===== config.mk =====
export PLATFORM = sky130hd
export DESIGN_NAME = fir_decimator
export DESIGN_NICKNAME = d
export VERILOG_FILES = /design/src/rtl/fir_pkg.sv /design/src/rtl/fir_sync_fifo.sv /design/src/rtl/fir_decimator.sv
export SDC_FILE = /design/constraint.sdc
export NUM_CORES = 1
export LEC_CHECK = 0
export CAP_MARGIN = 20
export CORE_MARGIN = 4
export CORE_UTILIZATION = 59
export DETAILED_ROUTE_END_ITERATION = 16
export DONT_BUFFER_PORTS = 1
export GPL_ROUTABILITY_DRIVEN = 1
export PLACE_DENSITY = 0.84
export SYNTH_ARGS = -nofsm -noshare
export SYNTH_HDL_FRONTEND = slang
export SYNTH_SLANG_ARGS = --single-unit

===== constraint.sdc =====
create_clock -name clk -period 6.2 [get_ports clk]
set_clock_uncertainty 0.05 [all_clocks]
set_input_delay 1.24 -clock clk [delete_from_list [all_inputs] [get_ports clk]]
set_output_delay 1.24 -clock clk [all_outputs]
set_load 0.05 [all_outputs]

===== src/rtl/fir_pkg.sv =====
// fir_pkg: constants and types shared by the FIR filter, the decimator and
// the bench.
//   FIR_DATA_WIDTH : default sample width (two's complement FIR output)
//   FIR_DECIM      : default decimation ratio (power of 2, >= 2)
//   FIR_FIFO_DEPTH : default output FIFO depth (power of 2, >= 2)
//   DECIM_LOG2     : log2 of the default decimation ratio
//   FIFO_AW        : address width of the default output FIFO
//   sample_t       : signed sample of FIR_DATA_WIDTH bits
package fir_pkg;

  localparam int FIR_DATA_WIDTH = 10;
  localparam int FIR_DECIM      = 4;
  localparam int FIR_FIFO_DEPTH = 4;
  localparam int DECIM_LOG2     = $clog2(FIR_DECIM);
  localparam int FIFO_AW        = $clog2(FIR_FIFO_DEPTH);

  typedef logic signed [FIR_DATA_WIDTH-1:0] sample_t;

endpackage


===== src/rtl/fir_sync_fifo.sv =====
// fir_sync_fifo: single-clock FIFO with a registered head word.
//   clk, rst     : clock, synchronous active-high reset
//   i_push       : write request (dropped internally when full and not popping)
//   i_push_data  : word to write
//   i_pop        : read request (ignored when empty)
//   o_head       : registered head word, stable until the next pop
//   o_full       : all DEPTH entries occupied
//   o_empty      : no entries
// Handshake: a pop takes effect on an edge where i_pop=1 and o_empty=0; a
// push takes effect on an edge where i_push=1 and (o_full=0 or a pop takes
// effect on that same edge). Neither output depends combinationally on
// i_push or i_pop.
module fir_sync_fifo
  import fir_pkg::*;
#(
  parameter int WIDTH = FIR_DATA_WIDTH,
  parameter int DEPTH = FIR_FIFO_DEPTH
) (
  input  logic             clk,
  input  logic             rst,
  input  logic             i_push,
  input  logic [WIDTH-1:0] i_push_data,
  input  logic             i_pop,
  output logic [WIDTH-1:0] o_head,
  output logic             o_full,
  output logic             o_empty
);

  localparam int AW = $clog2(DEPTH);

  // Pointers carry one extra bit so full and empty can be told apart.
  logic [AW:0]      r_wr_ptr;
  logic [AW:0]      r_rd_ptr;
  logic [WIDTH-1:0] r_mem [DEPTH];
  logic [WIDTH-1:0] r_head;

  logic        w_do_pop;
  logic        w_do_push;
  logic [AW:0] w_rd_next;

  assign o_empty   = (r_wr_ptr == r_rd_ptr);
  assign o_full    = (r_wr_ptr[AW] != r_rd_ptr[AW]) &&
                     (r_wr_ptr[AW-1:0] == r_rd_ptr[AW-1:0]);
  assign w_do_pop  = i_pop && !o_empty;
  assign w_do_push = i_push && (!o_full || w_do_pop);
  assign w_rd_next = r_rd_ptr + {{AW{1'b0}}, w_do_pop};
  assign o_head    = r_head;

  always_ff @(posedge clk) begin
    if (w_do_push) begin
      r_mem[r_wr_ptr[AW-1:0]] <= i_push_data;
    end
  end

  always_ff @(posedge clk) begin
    if (rst) begin
      r_wr_ptr <= '0;
      r_rd_ptr <= '0;
      r_head   <= '0;
    end else begin
      if (w_do_push) begin
        r_wr_ptr <= r_wr_ptr + 1'b1;
      end
      r_rd_ptr <= w_rd_next;
      // The pushed word lands at the next head slot only when the FIFO is
      // (or becomes) empty; in that case it must bypass the memory read.
      if (w_do_push && (r_wr_ptr[AW-1:0] == w_rd_next[AW-1:0])) begin
        r_head <= i_push_data;
      end else begin
        r_head <= r_mem[w_rd_next[AW-1:0]];
      end
    end
  end

endmodule


===== src/rtl/fir_decimator.sv =====
// fir_decimator: decimate-by-DECIM stage behind the FIR filter, with an
// output FIFO and a sticky overflow flag.
//   clk, rst   : clock, synchronous active-high reset
//   in_data    : signed FIR output sample
//   in_valid   : in_data is valid (no back-pressure toward the FIR)
//   out_data   : signed decimated sample at the FIFO head
//   out_valid  : FIFO not empty
//   out_ready  : consumer takes the head this cycle
//   overflow   : sticky, a result was dropped on a full FIFO (rst clears)
// Handshake: a result is transferred on every edge with out_valid=1 and
// out_ready=1; out_data is held while out_valid=1 and out_ready=0.
// Build option: define FIR_DECIM_AVG_EN to output the floor average of each
// group of DECIM samples instead of the last sample of the group.
module fir_decimator
  import fir_pkg::*;
#(
  parameter int DATA_WIDTH = FIR_DATA_WIDTH,
  parameter int DECIM      = FIR_DECIM,
  parameter int FIFO_DEPTH = FIR_FIFO_DEPTH
) (
  input  logic                         clk,
  input  logic                         rst,
  input  logic signed [DATA_WIDTH-1:0] in_data,
  input  logic                         in_valid,
  output logic signed [DATA_WIDTH-1:0] out_data,
  output logic                         out_valid,
  input  logic                         out_ready,
  output logic                         overflow
);

  localparam int                PH_W       = $clog2(DECIM);
  localparam logic [PH_W-1:0]   PHASE_LAST = PH_W'(DECIM - 1);

  logic [PH_W-1:0]       r_phase;
  logic                  r_overflow;
  logic                  w_last;
  logic                  w_pop;
  logic                  w_full;
  logic                  w_empty;
  logic [DATA_WIDTH-1:0] w_result;
  logic [DATA_WIDTH-1:0] w_head;

  assign w_last = in_valid && (r_phase == PHASE_LAST);

  // Phase counter wraps naturally because DECIM is a power of 2.
  always_ff @(posedge clk) begin
    if (rst) begin
      r_phase <= '0;
    end else if (in_valid) begin
      r_phase <= r_phase + 1'b1;
    end
  end

`ifdef FIR_DECIM_AVG_EN
  localparam int ACC_W = DATA_WIDTH + PH_W;

  logic signed [ACC_W-1:0] r_acc;
  logic signed [ACC_W-1:0] w_in_ext;
  logic signed [ACC_W-1:0] w_sum;
  logic signed [ACC_W-1:0] w_avg;

  assign w_in_ext = {{PH_W{in_data[DATA_WIDTH-1]}}, in_data};
  // Phase 0 starts a fresh group, so the stale accumulator is ignored.
  assign w_sum    = ((r_phase == '0) ? '0 : r_acc) + w_in_ext;
  // Arithmetic shift floors toward -inf; the mean of DECIM in-range
  // samples always fits back into DATA_WIDTH bits.
  assign w_avg    = w_sum >>> PH_W;
  assign w_result = w_avg[DATA_WIDTH-1:0];

  always_ff @(posedge clk) begin
    if (rst) begin
      r_acc <= '0;
    end else if (in_valid) begin
      r_acc <= w_sum;
    end
  end
`else
  assign w_result = in_data;
`endif

  assign w_pop = out_ready && !w_empty;

  // A result is lost only when the FIFO is full and nothing leaves it on
  // the same edge; a simultaneous pop frees the slot for the push.
  always_ff @(posedge clk) begin
    if (rst) begin
      r_overflow <= 1'b0;
    end else if (w_last && w_full && !w_pop) begin
      r_overflow <= 1'b1;
    end
  end

  fir_sync_fifo #(
    .WIDTH (DATA_WIDTH),
    .DEPTH (FIFO_DEPTH)
  ) u_fifo (
    .clk         (clk),
    .rst         (rst),
    .i_push      (w_last),
    .i_push_data (w_result),
    .i_pop       (w_pop),
    .o_head      (w_head),
    .o_full      (w_full),
    .o_empty     (w_empty)
  );

  assign out_data  = w_head;
  assign out_valid = !w_empty;
  assign overflow  = r_overflow;

endmodule


==> flow_summary.toml <==
[power]
clkPwrFrac = 0.439
leakage_nw = 0.868
p_switching_mw = 0.168
power.internal_mw = 0.659
p_comb_frac = 0.030
p_seq_frac = 0.532
powerDensity_nw_per_um2 = 311
ir_worst_vdd_v = 0.000209
switching_share = 0.203

[synthesis]
synth_top_cell_by_area = "edfxtp_1"
yosysWarnings = 0
ys_async_sr_fraction = 0
synth.distinct_cells = 26
syn_area_sq_um = 2430
ys_seq_area_frac = 0.651
ys.flop_type = "edfxtp_1"
synthTopCellsByArea = "edfxtp_1 49%, dfxtp_1 16%, mux4_2 9.3%, ha_1 3.6%, nand3_2 2.5%"
netlist.area_leader.share = 0.494
synth.avg_cell_area_sq_um = 15.9
ys_seq_elements = 59
syn-num-nets = 174
synth_edf_count = 40
syn_inst = 153

[worst_setup_path]
worstPathRequired_ps = 6390
cp_slowest_stage_delay_ps = 630
startpoint_type = "register"
cp-startpoint = "u_fifo.r_wr_ptr[2]"
crit_chain = "xnor2_1, nand2_1, and2_1, ha_1, ha_1, xnor2_1, and2_1, nand3_1, a21oi_1"
criticalPathCategory = "register to register"
worst_path_max_delay_cell = "ha_1"
cp_data_arrival_time_ps = 3690
regToRegStartpoint = "u_fifo.r_wr_ptr[2]"
crit_buf_inv = 0
crit_family = "simple AND/OR/NAND/NOR gates"
cp_max_fo = 12
crit_path_end_kind = "register"
reg2reg_slack_ps = 2700

[sta]
finalCritPeriodShare = 0.565
worstMarginPinSlew_ps = 1030
holdWs_ps = 444
slew_violations = 0
hold_violations = 0
fin_ws_ps = 2700
max_freq_mhz = 286
setup_tns_ps = 0
rsz0062_at_grt = "false"
setup_viol_count_final = 0
layout_min_cycle_time_ps = 3500
slew_headroom = 0.308

[global_routing]
grt_pass1_wl_mm = 6.61
grt_max_degree = 20
grt_overflow = 0
grt_antenna_before_repair = 0
grt_util_all_layers = 0.183
grt_pass1_vias = 1261

[drt]
drcViolationCount = 0
vias_per_cell = 5.75
firstDrtPassIters = 4
ant_nets = 0
route.vias.total = 1219
wl_per_cell_um = 19.3
initialDrtViolationCount = 61
routed_wl_mm = 4.08

[placement]
routabilityCongestion = 0.762
port_buffers = 0
place_area_sq_um = 2450
hpwl_mm = 2.64
pre_cts_slack_ps = 2710

[die]
io_pins = 26
die_w_um = 72.2
start_util = 0.607
row_count = 23
die_h_um = 72.2
die_area_sq_um = 5210
coreArea_sq_um = 4000

[clock_tree]
cts_tree = "yes"
post_cts_buffers = 0
clk_latency_ps = 330
root_buffer = "clkbuf_8"
cts_buffers = 9
cts_hold_buf = 0
cts-htree-levels = 3
cts_buffer_depth = 2
clk_pin_slew_ps = 60
ctsResizeCount = 0
clock-sinks = 59

[status]
status = "finished clean"

[layout]
area.sequential_sq_um = 1580
layout.nets = 178
multi_input_area_sq_um = 790
diodes = 0
post-route-util = 0.664
layout-drive-gt1-share = 0.272
fill_cells = 267
design_area_sq_um = 2660
area_growth_pct = 9.32

[worst_hold_path]
hp-start = "u_fifo.r_wr_ptr[2]"
hp-class = "register to register"

[flow_run]
maxCapViolCount = 0
-- stage by stage --
step / power, mW / instances
floorplan: 0.470 / 153
global placement: 0.472 / 196
detailed placement: 0.473 / 196
CTS: 0.838 / 212
global route: 0.858 / 212
finish: 0.827 / 212
-- tightest hold or removal path, stage by stage (launching register included) --
cell     delay [ps]
dfxtp_1         320
o21ai_1          70
a21oi_1          60
-- cell usage after synthesis (2+ instances only) --
cell and count:
buf_6 2, buf_1 2, nor2_1 7, dfxtp_1 19, a21oi_1 7, buf_2 2, edfxtp_1 40, xnor2_1 6
a21oi_2 6, ha_1 7, nand3_1 5, nand3_2 6, nand2_1 4, mux4_2 10, and2_4 3, o21ai_0 3
nor2b_1 2, and2_1 3, o21ai_1 8, inv_1 4, xor2_2 2
-- placed cells by master (no fill, tap or decap) --
cell type,synthesis,layout
o41a_4,1,1
nand3_1,5,5
clkinv_2,0,4
and2_1,3,3
o41ai_4,1,1
o21ai_0,3,3
xor2_2,2,2
mux4_2,10,10
nor2_1,7,7
xnor2_1,6,6
clkbuf_8,0,9
mux2i_1,1,1
ha_1,7,7
o21ai_1,8,8
nor2b_1,2,2
bufinv_16,0,2
a21oi_1,7,7
edfxtp_1,40,40
dfxtp_1,19,19
inv_1,4,4
and2_4,3,3
or3_1,1,1
a21oi_2,6,6
nand3_2,6,6
nand2_1,4,4
clkbuf_1,1,1
-- per-layer routing --
layer,routed length (um),track usage
met1,1730,0.208
met2,2070,0.302
met3,208,0.0720
met4,72,0.0877
met5,0,0
-- logic make-up (layout without fill, tap and decap cells) --
| logic type | after synthesis | in the layout | share of synthesized area |
|---|---|---|---|
| AOI/OAI and AO/OA | 26 | 26 | 0.0788 |
| xor gates and xnor gates | 8 | 8 | 0.0350 |
| adders and majority gates | 7 | 7 | 0.0360 |
| buffers and inverters | 11 | 20 | 0.0242 |
| DFF | 59 | 59 | 0.651 |
| muxes | 11 | 11 | 0.0968 |
| and+or+nand+nor | 31 | 31 | 0.0783 |
-- final cells by class --
type                       instances  area share
multi-input combinational         83       0.297
inverter                           4     0.00565
clock buffer                      10      0.0480
sequential                        59       0.595
tap                               50      0.0236
clock inverter                     6      0.0301
-- path summary, 6_finish.rpt --
| kind | end | cells after the start |
|---|---|---|
| hold / removal | u_fifo.r_wr_ptr[2] | 2 |
| hold reg to reg | u_fifo.r_wr_ptr[2] | 2 |
| setup reg to reg | u_fifo.o_head[2] | 9 |
| setup / recovery | u_fifo.o_head[2] | 9 |
-- power groups by stage --
stage	clock network [mW]	registers, mW	logic, mW
floorplan	0	0.447	0.0232
global placement	0	0.448	0.0237
detailed placement	0	0.448	0.0248
CTS	0.374	0.440	0.0249
global route	0.391	0.440	0.0271
finish	0.363	0.440	0.0245
-- state kept, by name (all words and copies together) (netlist names) --
name             flops
r_phase              2
overflow             1
u_fifo.r_rd_ptr      3
u_fifo.r_wr_ptr      3
u_fifo.r_mem        40
u_fifo.o_head       10
Power figures use the tool's default switching activity.
